<file path="src/rtl/adc_chan_avg.sv">
// adc_chan_avg: per-channel boxcar averager for MCP3208 conversion results.
//
// Every accepted 12-bit sample is added to its channel's window. When a
// channel has seen 2^LOG_N samples, the truncated mean and the window maximum
// are published for that channel and a completion strobe is raised.
//
// Ports
//   clk, rst_n       system clock; synchronous active-low reset
//   in_valid         one-cycle strobe, new result on in_chan / in_data
//   in_chan[2:0]     channel of the result
//   in_data[11:0]    unsigned conversion result
//   lb_data[31:0]    local-bus write data ([7:0] enable mask, [8] clear pulse)
//   lb_addr[6:0]     local-bus address, control register lives at LB_ADDR
//   lb_write         local-bus write strobe
//   rd_addr[3:0]     0-7 published average, 8-15 published max of rd_addr[2:0]
//   rd_data[15:0]    registered readout, zero-extended, one-cycle latency
//   out_valid        one-cycle strobe, a window just completed
//   out_chan[2:0]    channel of the completed window (held until next one)
//   out_avg[11:0]    mean of the completed window (held until next one)
//
// Handshake: in_valid, lb_write and out_valid are pure strobes with no ready
// or backpressure. Each asserted input cycle is consumed on that clock edge,
// and each out_valid cycle is one completed window.
module adc_chan_avg #(
  parameter int         LOG_N   = 4,
  parameter logic [6:0] LB_ADDR = 7'd40
) (
  input  logic        clk,
  input  logic        rst_n,
  input  logic        in_valid,
  input  logic [2:0]  in_chan,
  input  logic [11:0] in_data,
  input  logic [31:0] lb_data,
  input  logic [6:0]  lb_addr,
  input  logic        lb_write,
  input  logic [3:0]  rd_addr,
  output logic [15:0] rd_data,
  output logic        out_valid,
  output logic [2:0]  out_chan,
  output logic [11:0] out_avg
);

  // Accumulator is wide enough for 2^LOG_N full-scale samples.
  localparam int AW = 12 + LOG_N;
  // The sample counter needs at least one bit even when LOG_N is 0.
  localparam int CW = (LOG_N == 0) ? 1 : LOG_N;
  localparam logic [CW-1:0] LAST_CNT = CW'((1 << LOG_N) - 1);

  logic [AW-1:0] acc     [8];
  logic [CW-1:0] cnt     [8];
  logic [11:0]   run_max [8];
  logic [11:0]   avg_pub [8];
  logic [11:0]   max_pub [8];
  logic [7:0]    mask;

  logic          ctrl_wr;
  logic          clr;
  logic          accept;
  logic          last;
  logic [AW-1:0] sum;
  logic [11:0]   new_max;
  logic [11:0]   mean;

  assign ctrl_wr = lb_write && (lb_addr == LB_ADDR);
  assign clr     = ctrl_wr && lb_data[8];
  // A clear in the same cycle discards the incoming sample.
  assign accept  = in_valid && mask[in_chan] && !clr;

  // Datapath for the channel addressed by the incoming sample. The sample
  // that completes a window is folded into the mean and max directly, so
  // back-to-back samples on one channel never lose an update.
  always_comb begin
    sum     = acc[in_chan] + AW'(in_data);
    new_max = (in_data > run_max[in_chan]) ? in_data : run_max[in_chan];
    last    = (cnt[in_chan] == LAST_CNT);
    mean    = 12'(sum >> LOG_N);
  end

  always_ff @(posedge clk) begin
    if (!rst_n) begin
      for (int i = 0; i < 8; i++) begin
        acc[i]     <= '0;
        cnt[i]     <= '0;
        run_max[i] <= '0;
        avg_pub[i] <= '0;
        max_pub[i] <= '0;
      end
      mask      <= 8'hFF;
      rd_data   <= '0;
      out_valid <= 1'b0;
      out_chan  <= '0;
      out_avg   <= '0;
    end else begin
      out_valid <= 1'b0;

      // Readout sees the arrays as they stood before this edge.
      rd_data <= {4'b0000, rd_addr[3] ? max_pub[rd_addr[2:0]]
                                      : avg_pub[rd_addr[2:0]]};

      if (ctrl_wr) begin
        mask <= lb_data[7:0];
      end

      if (clr) begin
        for (int i = 0; i < 8; i++) begin
          acc[i]     <= '0;
          cnt[i]     <= '0;
          run_max[i] <= '0;
          avg_pub[i] <= '0;
          max_pub[i] <= '0;
        end
      end else if (accept) begin
        if (last) begin
          avg_pub[in_chan] <= mean;
          max_pub[in_chan] <= new_max;
          acc[in_chan]     <= '0;
          cnt[in_chan]     <= '0;
          run_max[in_chan] <= '0;
          out_valid        <= 1'b1;
          out_chan         <= in_chan;
          out_avg          <= mean;
        end else begin
          acc[in_chan]     <= sum;
          cnt[in_chan]     <= cnt[in_chan] + CW'(1);
          run_max[in_chan] <= new_max;
        end
      end
    end
  end

endmodule

</file>
<file path="config.mk">
export PLATFORM = sky130hd
export DESIGN_NAME = adc_chan_avg
export DESIGN_NICKNAME = d
export VERILOG_FILES = /design/src/rtl/adc_chan_avg.sv
export SDC_FILE = /design/constraint.sdc
export NUM_CORES = 1
export LEC_CHECK = 0
export ABC_CLOCK_PERIOD_IN_PS = 6500
export BUFFER_PORTS_ARGS = -buffer_cell sky130_fd_sc_hd__buf_2
export CAP_MARGIN = 20
export CORE_MARGIN = 4
export CORE_UTILIZATION = 45
export CTS_BUF_LIST = sky130_fd_sc_hd__clkbuf_2 sky130_fd_sc_hd__clkbuf_4 sky130_fd_sc_hd__clkbuf_8
export CTS_CLUSTER_DIAMETER = 50
export DETAILED_ROUTE_END_ITERATION = 8
export HOLD_SLACK_MARGIN = 0.12
export PLACE_DENSITY = 0.68
export SLEW_MARGIN = 20
export SYNTH_ARGS = -nofsm -noshare
export SYNTH_HDL_FRONTEND = slang
export SYNTH_SLANG_ARGS = --single-unit
</file>
<file path="constraint.sdc">
create_clock -name clk -period 6.5 [get_ports clk]
set_input_delay 1.3 -clock clk [delete_from_list [all_inputs] [get_ports clk]]
set_output_delay 1.3 -clock clk [all_outputs]
set_load 0.05 [all_outputs]
</file>
==> impl_results.md, run 1 <==
* Status: complete, no violations
* Met2 WL post-DR at 29700 µm
* Most frequent cells in the layout: 448 x edfxtp_1, 256 x nor2_1, 186 x nor3_1, 81 x clkbuf_8
* Die span in y at approximately 230 µm
* Final Hold Vio Count at 0
* Routed len/inst at 25.1 µm
* Worst min path class: reg2reg
* First-pass GRT wire length at 91100 µm
* Post-CTS Setup Bufs at 0
* Hold Crit Start: out_avg[9]$_SDFFE_PN0P_
* Total Die Area at 0.0524 mm²
* Period utilization at 0.799
* Max-Cap Viols at 0
* Vias at 14700
* Antenna violations before repair at 1
* Final Cell Area at 0.0248 mm²
* TritonCTS buffer count at 78
* Number of synthesized flops with an enable pin at ~450
* Worst hold slack at ~470 ps
* Worst Path Required at 6840 ps
* # rows at 80
* Crit path launch type: input port
* P&R area growth vs syn at 12.9%
* Ys flop type: edfxtp_1
* Area leader, netlist: edfxtp_1
* Top cells by area, synth: edfxtp_1 61%, mux4_2 8.0%, nor3_1 4.6%
* CTS Hold Bufs at 0
* Peak supply drop at 0.144 mV
* DRC viols at 0
* Min Tclk post-route at between 5000 and 6000 ps
* Cell Area, Synth at 0.0220 mm²
* Mean area per synthesized cell at 13.4 µm²
* WL final at 60200 µm
* Average via count per standard cell at 6.11
* Final Non-Filler Cells at 2398
* Crit path from: in_chan[0]
* Max FO, Critical Path at 16
* Clock Skew at 47.7 ps
* Vias in the first global route at 14800
* Number of H-tree levels at 3
* Max Root-Sink Buffers at 3
* CTS tree: yes
* Library cells used by synthesis at 72
* Pins Over Slew Limit at 0
* Initial core utilization at 0.457
* Final setup vio count at 0
* Detailed Routing Iterations Pass 1 at 7
* Clock sink count at 484
* Critical path class: in2reg
* Pwr Density at 286 mW/mm²
* Clock Latency Late Sink at between 600 and 700 ps
* CP arrival at 5530 ps
* Largest net degree at the start of global routing at just under 50
* DP HPWL at 35800 µm
* Nets at ~1800
* Post-Place Cells at 2252
* Final ANT Viol Nets at 0
* Post-CTS Resized at 0
* IO Count at 94
* Slew headroom at 0.248
* Port Buffers at 66
* Filler cell count at 4018
* P_leak at 9.04 nW
* Fmax at 193 MHz
* Commonest non-fill, non-tap cell in the layout: edfxtp_1
* Root Buffer Master: clkbuf_8
* M1 wire length at between 20000 and 25000 µm
* Core Box Area at 0.0480 mm²
* Initial DRC count at between 1500 and 2000
* Top cell type's share of synthesized area at 0.612
* Max layer used: met4
* YS warnings at 0
* Gr usage total at 0.228
* Placed Instance Area at between 0.02 and 0.025 mm²
* CP endpoint kind: register
* Clock-pin slew on the worst setup and hold paths at 50 ps
* Metal3 WL at 5830 µm
* Seq/Total Area, Yosys at 0.645
* Worst R2R Start: cnt[2][0]$_SDFFCE_PN0P_
* Mapped Cells at 1639
* Die width at 229 µm
* FFs w/ async S/R, synth at 0
* Remaining global-route overflow at 0
* Worst slew pin tran at ~1100 ps
* Post-Route Setup TNS at 0 ps
* Fraction of layout cells with a size suffix above 1 at 0.239
* RSZ-0062 raised after global routing: no
* Synthesis-stage register bit count at about 480
* Gpl congestion at 0.877
## stage by stage
stage                      util  setup slack, ps  power [mW]
after detailed placement  0.483              833        4.51
final                     0.516             1310        7.10
after CTS                 0.516             1520        7.13
after global routing      0.516             1110        7.37
after global placement    0.483              906        4.49
after floorplan               -             1320        4.19
## cells in the mapped netlist, types with 13 or more instances
master and n:
mux2i_1 34, and2_1 28, buf_2 31, inv_1 13, or3_1 13, nor2_1 256, a22oi_1 55, nand4_1 15
o21ai_0 28, ha_1 25, edfxtp_1 448, mux4_2 78, dfxtp_1 36, clkbuf_1 94, nand2_1 44, a21oi_1 42
nor3_1 201
## registers in the layout (all words and copies together), names as in the netlist
signal and flops:
acc 128, avg_pub 96, max_pub 96, run_max 96, cnt 32, out_avg 12
rd_data 12, mask 8, out_chan 3, out_valid 1
## routing by layer
layer  vias to the layer above  track usage
met4                         0       0.0814
met1                      7364        0.304
met3                       120       0.0446
met5                         -            0
li1                       6389            -
met2                       783        0.376
## area by class of cell
cell class              count  area [µm²]  area share
well taps                 615         769      0.0310
clock buffers             109        1330      0.0534
inverters                  15        56.3     0.00227
diodes                      1        2.50    0.000101
flip-flops and latches    484       14200       0.571
repair buffers            147         991      0.0399
clock inverters            35         249      0.0100
multi-input cells         992        7240       0.292
## power breakdown
| group | switching, mW | internal (mW) |
|---|---|---|
| combinational | 0.639 | 0.268 |
| clock | 1.20 | 1.44 |
| sequential | 0.0310 | 3.52 |
## final timing paths
check	to	slack, ps	depth (start not counted)
setup / recovery	acc[0][14]$_SDFFCE_PN0P_	1310	13
hold / removal	out_avg[9]$_SDFFE_PN0P_	470	2
setup reg to reg	acc[6][9]$_SDFFCE_PN0P_	2690	8
hold reg to reg	out_avg[9]$_SDFFE_PN0P_	470	2
## cells by family (layout without fill, tap and decap cells)
group                      after synthesis  in the layout  synth area share
adders and majority gates               26             26            0.0151
AOI/OAI and AO/OA                      202            202            0.0627
DFF                                    484            484             0.645
and+or+nand+nor                        633            633             0.140
xor gates and xnor gates                 9              9           0.00393
other                                    1              5          0.000171
buffers and inverters                  166            306            0.0350
muxes                                  118            118            0.0985
## worst max-delay path: stages
cell and delay (ps):
buf_2 240, nor2b_1 470, and2_1 670, buf_4 310
a22oi_1 100, nand4_1 130, ha_1 320, a21oi_1 160
o21ai_0 190, a31o_2 290, a31oi_1 570, or3_1 610
a21oi_1 160
(Power assumes the default switching activity.)
==> run 2: changes to the inputs <==
- ABC_CLOCK_PERIOD_IN_PS: 6500 -> 5300
- clock period: 6.5 -> 5.3 ns (I/O delays scaled with it)
==> impl_results.md, run 2 (synthesis gave the netlist of run 1 again) <==
* Status: complete, no violations
* Fraction of layout cells with a size suffix above 1 at 0.246 (+0.00649)
* Gr usage total at 0.228 (about the same)
* Fmax at 226 MHz
* Worst setup margin at 883 ps (-424 ps)
* DP HPWL at 36400 µm (+1.5%)
* R2r worst-path depth at 9 (+1)
* WL final at 60300 µm (about the same)
* Die span in y at 229 µm (unchanged)
* DRC viols at 0 (unchanged)
* Worst hold slack at 456 ps (-9.60 ps)
* Commonest non-fill, non-tap cell in the layout: edfxtp_1
* Worst min path class: reg2reg
* Net Switching at 2.31 mW (+24%)
* Number of H-tree levels at 3 (unchanged)
* Initial core utilization at 0.457 (unchanged)
* RSZ-0062 raised after global routing: no
* Clock sink count at 484 (unchanged)
* IO Count at 94 (unchanged)
* Routed len/inst at 25.0 µm (-0.49%)
* RR Endpoint: avg_pub[7][11]$_SDFFCE_PN0P_
* Pins Over Slew Limit at 0 (unchanged)
* Remaining global-route overflow at 0 (unchanged)
* Vias at 14700 (+0.055%)
* Worst slew pin tran at 1130 ps (+4.68 ps)
* Sequential power share at 0.503 (+0.003)
* Slew headroom at 0.241 (-0.00684)
* Nets at 1821 (+0.83%)
* Final ANT Viol Nets at 0 (unchanged)
* Core Box Area at 0.0480 mm² (unchanged)
* Worst R2R Start: acc[3][4]$_SDFFCE_PN0P_
* Largest net degree at the start of global routing at 52 (+6.1%)
* Antenna violations before repair at 1 (unchanged)
* Most frequent cells in the layout: 448 x edfxtp_1, 256 x nor2_1, 186 x nor3_1, 83 x buf_4, 82 x clkbuf_8
* Max FO, Critical Path at 17 (+1)
* Largest Register: acc
* # rows at 80 (unchanged)
* Max Root-Sink Buffers at 3 (unchanged)
* Die width at 229 µm (unchanged)
* Reg2reg setup slack at 1890 ps (-800 ps)
* Total Die Area at 0.0524 mm² (unchanged)
* Final Cell Area at 0.0250 mm² (+0.78%)
* Clk network pwr share at 0.365 (-0.008)
* First-pass GRT wire length at 91200 µm (+0.14%)
* Port Buffers at 66 (unchanged)
* Clock Latency Late Sink at 660 ps (about the same)
* Critical path capture point: avg_pub[7][11]$_SDFFCE_PN0P_
* Post-CTS Resized at 0 (unchanged)
* CTS tree: yes
* Net Sw Frac at 0.267 (+0.00367)
* Final setup vio count at 0 (unchanged)
* Peak supply drop at 0.167 mV (+17%)
* Largest register FFs at 128 (unchanged)
* Filler cell count at 4027 (+0.22%)
* Min Tclk post-route at 4420 ps
* Crit path launch type: input port
* P_leak at 9.15 nW (+1.2%)
* Detailed Routing Iterations Pass 1 at 5 (-2)
* TritonCTS buffer count at 77 (-1.3%)
* CP endpoint kind: register
* Final Hold Vio Count at 0 (unchanged)
* CTS Hold Bufs at 0 (unchanged)
* Average via count per standard cell at 6.08 (-0.53%)
* CP arrival at 4760 ps (-770 ps)
* Max-Cap Viols at 0 (unchanged)
* Critical path class: in2reg
* Crit path from: in_chan[0]
* Placed Instance Area at 0.0235 mm² (+1.1%)
* Clock-pin slew on the worst setup and hold paths at 60 ps (about the same)
* Logic pwr share at 0.132 (+0.004)
* Pwr Density at 346 mW/mm² (+21%)
* Final Util at 0.520 (+0.00404)
* P&R area growth vs syn at 13.8%
* Period utilization at 0.833
* Post-CTS Setup Bufs at 0 (unchanged)
* Initial DRC count at 1631 (-8.8%)
* Internal power at 6.34 mW (+21%)
* Gpl congestion at 0.855 (-2.6%)
* Worst Path Required at 5650 ps (-1190 ps)
* Clock Skew at 35.0 ps (-12.7 ps)
* Post-Route Setup TNS at 0 ps (unchanged)
* Root Buffer Master: clkbuf_8
* Vias in the first global route at 14900 (+0.64%)
* Pre-CTS WS at 222 ps (-611 ps)
==> run 2: metal layers <==
layer	global-route usage	vias up	part of all wire
met2	0.367	784	0.48
met1	0.310	7365	0.39
met3	0.0446	110	0.094
met5	0	-	0
li1	-	6405	-
met4	0.0873	0	0.031
==> run 2: cell type report <==
class                           instances  area, µm²  area share
Antenna cell                            1       2.50    0.000100
Clock buffer                          115       1380      0.0550
Clock inverter                         27        153     0.00610
Inverter                               15       56.3     0.00225
Multi-Input combinational cell        992       7220       0.289
Sequential cell                       484      14200       0.567
Tap cell                              615        769      0.0308
Timing Repair Buffer                  163       1250      0.0499
==> run 2: power groups by stage <==
| stage | Combinational (mW) | Sequential (mW) | Clock, mW |
|---|---|---|---|
| CTS | 1.14 | 4.35 | 3.19 |
| finish | 1.14 | 4.35 | 3.16 |
| detailed placement | 1.13 | 4.43 | 0 |
| global route | 1.22 | 4.36 | 3.38 |
| floorplan | 0.678 | 4.46 | 0 |
| global placement | 1.11 | 4.42 | 0 |
==> run 2: worst min path at each step <==
stage,startpoint,end,slack [ps],cells past startpoint
2_1_floorplan,mask[0]$_SDFFE_PN1N_,mask[0]$_SDFFE_PN1N_,480,2
3_3_place_gp,out_avg[9]$_SDFFE_PN0P_,out_avg[9]$_SDFFE_PN0P_,450,2
3_5_place_dp,out_avg[9]$_SDFFE_PN0P_,out_avg[9]$_SDFFE_PN0P_,450,2
4_1_cts,out_avg[9]$_SDFFE_PN0P_,out_avg[9]$_SDFFE_PN0P_,460,2
5_1_grt,out_avg[5]$_SDFFE_PN0P_,out_avg[5]$_SDFFE_PN0P_,500,2
6_report,out_avg[9]$_SDFFE_PN0P_,out_avg[9]$_SDFFE_PN0P_,460,2
==> run 2: critical path, stage by stage <==
cell      delay (ps)
buf_2            220
nor2b_1          270
and2_1           500
buf_4            300
a22oi_1          110
nand4_1          150
ha_1             310
a21oi_1          150
o21ai_0          200
a31oi_1          310
a311oi_1         180
xnor2_2          890
nor2_1            90
==> run 2: through the flow <==
stage	cells	power, mW
3_5_place_dp	2269	5.57
6_report	2412	8.66
4_1_cts	2411	8.69
2_1_floorplan	1642	5.14
5_1_grt	2412	8.96
3_3_place_gp	2269	5.54
==> run 3: changes to the inputs <==
- ABC_AREA: not set -> 1
- ABC_CLOCK_PERIOD_IN_PS: 5300 -> 4450
- clock period: 5.3 -> 4.45 ns (I/O delays scaled with it)
==> impl_results.md, run 3 <==
* Worst min path class: in2reg
* Initial core utilization at 0.455 (-0.00210)
* CTS tree: yes
* Hold path cells at 3 (+1)
* Simple-Gate Fraction of Synth Area at 0.202 (+0.0621)
* Area leader, netlist: edfxtp_1
* Remaining global-route overflow at 0 (unchanged)
* Average via count per standard cell at 5.59 (-8.1%)
* Initial DRC count at 1640 (+0.55%)
* Number of H-tree levels at 3 (unchanged)
* Critical path class: in2reg
* Max FO, Critical Path at 12 (-5)
* Vias in the first global route at 16600 (+12%)
* RSZ-0062 raised after global routing: no
* Library cells used by synthesis at 40 (-44%)
* Peak supply drop at 0.237 mV (+42%)
* Most common cell in the netlist: nor2_1
* Synth Area in Adders at 0.0153 (+0.000166)
* Synthesis-stage register bit count at 484 (unchanged)
* Commonest non-fill, non-tap cell in the layout: nor2_1
* DP HPWL at 38500 µm (+5.8%)
* Cell Area, Synth at 0.0217 mm² (-1.1%)
* Crit path launch type: input port
* Core Box Area at 0.0477 mm² (-0.63%)
* Total Die Area at 0.0519 mm² (-1.0%)
* Max Root-Sink Buffers at 3 (unchanged)
* Clock Latency Late Sink at 680 ps (+20 ps)
* Commonest cells post-synth: 616 x nor2_1, 448 x edfxtp_1, 345 x nand2_1
* Number of synthesized flops with an enable pin at 448 (unchanged)
* Pins Over Slew Limit at 0 (unchanged)
* Vias at 16600 (+13%)
* Slew headroom at 0.368 (+0.127)
* Worst R2R Start: acc[7][2]$_SDFFCE_PN0P_
* Status: complete, no violations
* FFs w/ async S/R, synth at 0 (unchanged)
* Fmax at ~260 MHz
* Post-CTS Setup Bufs at 0 (unchanged)
* YS warnings at 0 (unchanged)
* Max-Cap Viols at 0 (unchanged)
* Top cell type's share of synthesized area at 0.619 (+0.00669)
* Root Buffer Master: clkbuf_8
* Antenna violations before repair at 1 (unchanged)
* P&R area growth vs syn at 14.7%
* Seq/Total Area, Yosys at 0.652 (+0.00705)
* Worst hold slack at 447 ps (-8.99 ps)
* R2r worst-path depth at 11 (+2)
* Die span in y at 228 µm (-0.52%)
* First-pass GRT wire length at 93900 µm (+3.0%)
* Final Hold Vio Count at 0 (unchanged)
* Clock sink count at 484 (unchanged)
* TritonCTS buffer count at 82 (+6.5%)
* Fraction of layout cells with a size suffix above 1 at 0.156 (-0.0897)
* Mean area per synthesized cell at 10.2 µm² (-24%)
* Worst slew pin tran at 948 ps (-185 ps)
* Final setup vio count at 0 (unchanged)
* Main combinational cell family by area after synthesis: simple AND/OR/NAND/NOR gates
* Pwr Density at 416 mW/mm² (+20%)
* Clock Skew at 45.4 ps (+10.4 ps)
* Worst Path Required at 4850 ps (-800 ps)
* WL final at 62000 µm (+2.8%)
* Diodes inserted at 0 (-1)
* Clock-pin slew on the worst setup and hold paths at 60 ps (about the same)
* CTS Hold Bufs at 0 (unchanged)
* Post-Place Cells at 2813 (+24%)
* IO Count at 94 (unchanged)
* Largest Register: acc
* Post-CTS Resized at 0 (unchanged)
* DRC viols at 0 (unchanged)
* Detailed Routing Iterations Pass 1 at 5 (unchanged)
* Mux contribution to synthesized area at 0 (-0.0985)
* Hold Crit Start: lb_data[5]
* Period utilization at 0.864
* # rows at 80 (unchanged)
* Final Non-Filler Cells at 2964 (+23%)
* Top cells by area, synth: edfxtp_1 62%, nor2_1 11%, nand2_1 6.0%
* Min Tclk post-route at between 3000 and 4000 ps
* CP arrival at 4240 ps (-520 ps)
* Final Util at 0.522 (+0.00207)
* Post-Route Setup TNS at 0 ps (unchanged)
* Routed len/inst at 20.9 µm (-16%)
* Largest net degree at the start of global routing at 97 (+87%)
* Nets at 2370 (+30%)
* Largest register FFs at 128 (unchanged)
* Post-synthesis xor/xnor area fraction at 0.00363 (-0.000302)
* CP endpoint kind: register
* Mapped Cells at 2133 (+30%)
* Final ANT Viol Nets at 0 (unchanged)
* Port Buffers at 66 (unchanged)
* Gpl congestion at 0.924 (+8.1%)
* Most frequent cells in the layout: 615 x nor2_1, 448 x edfxtp_1, 341 x nand2_1, 117 x o21ai_0, 109 x inv_1
* Gr usage total at 0.235 (+0.00653)
* Post-synthesis compound-gate area fraction at 0.0834 (+0.0207)
* Die width at 228 µm (-0.52%)
* Crit path from: in_chan[0]
* Ys flop type: edfxtp_1
* P_leak at 9.71 nW (+6.1%)
==> run 3: final timing paths <==
kind | end | slack, ps
worst max register to register | acc[3][7]$_SDFFCE_PN0P_ | 1230
worst min-delay path | mask[5]$_SDFFE_PN1N_ | 450
worst max-delay path | run_max[7][3]$_SDFFCE_PN0P_ | 610
worst min register to register | mask[2]$_SDFFE_PN1N_ | 470
==> run 3: per-layer routing <==
| layer | global-route usage | up-vias | part of all wire |
|---|---|---|---|
| li1 | - | 7598 | - |
| met1 | 0.297 | 7996 | 0.39 |
| met2 | 0.393 | 818 | 0.48 |
| met3 | 0.0434 | 147 | 0.088 |
| met4 | 0.110 | 0 | 0.041 |
| met5 | 0 | - | 0 |
==> run 3: kinds of logic after synthesis <==
group,after synthesis
compound gates,288
xor+xnor,9
fa+ha+maj,26
buf+inv,236
flops,484
other cells,1
simple gates,1089
==> run 3: critical path, cell delays in order <==
cell,delay [ps]
buf_2,180
inv_2,260
nand2_1,180
inv_2,230
buf_4,210
a22o_1,170
inv_1,50
nand4_1,140
inv_1,60
ha_1,290
nand4_1,120
nor3_1,200
nand2_1,80
o211ai_1,100
nand2_1,300
nand2_1,160
nand2_1,170
nand2_1,330
nor2_1,90
==> run 3: metrics by stage <==
stage / setup WS, ps / cell area, µm² / total power [mW]
floorplan: 215 / 21800 / 5.95
detailed placement: 28.0 / 23300 / 6.43
global route: 403 / 24900 / 10.8
global placement: 28.6 / 23300 / 6.41
finish: 607 / 24900 / 10.4
CTS: 730 / 24900 / 10.4
==> run 3: power breakdown <==
group	switching [mW]	leakage [nW]	internal, mW
Combinational	0.854	3.90	0.329
Clock	1.79	0.881	2.23
Sequential	0.0434	4.93	5.13
==> run 3: layout make-up <==
cell class,count,area (µm²)
fillers,4219,22800
flip-flops and latches,484,14200
inverters,120,450
multi-input cells,1416,6640
well taps,615,769
clock inverters,26,183
repair buffers,178,1260
clock buffers,125,1470
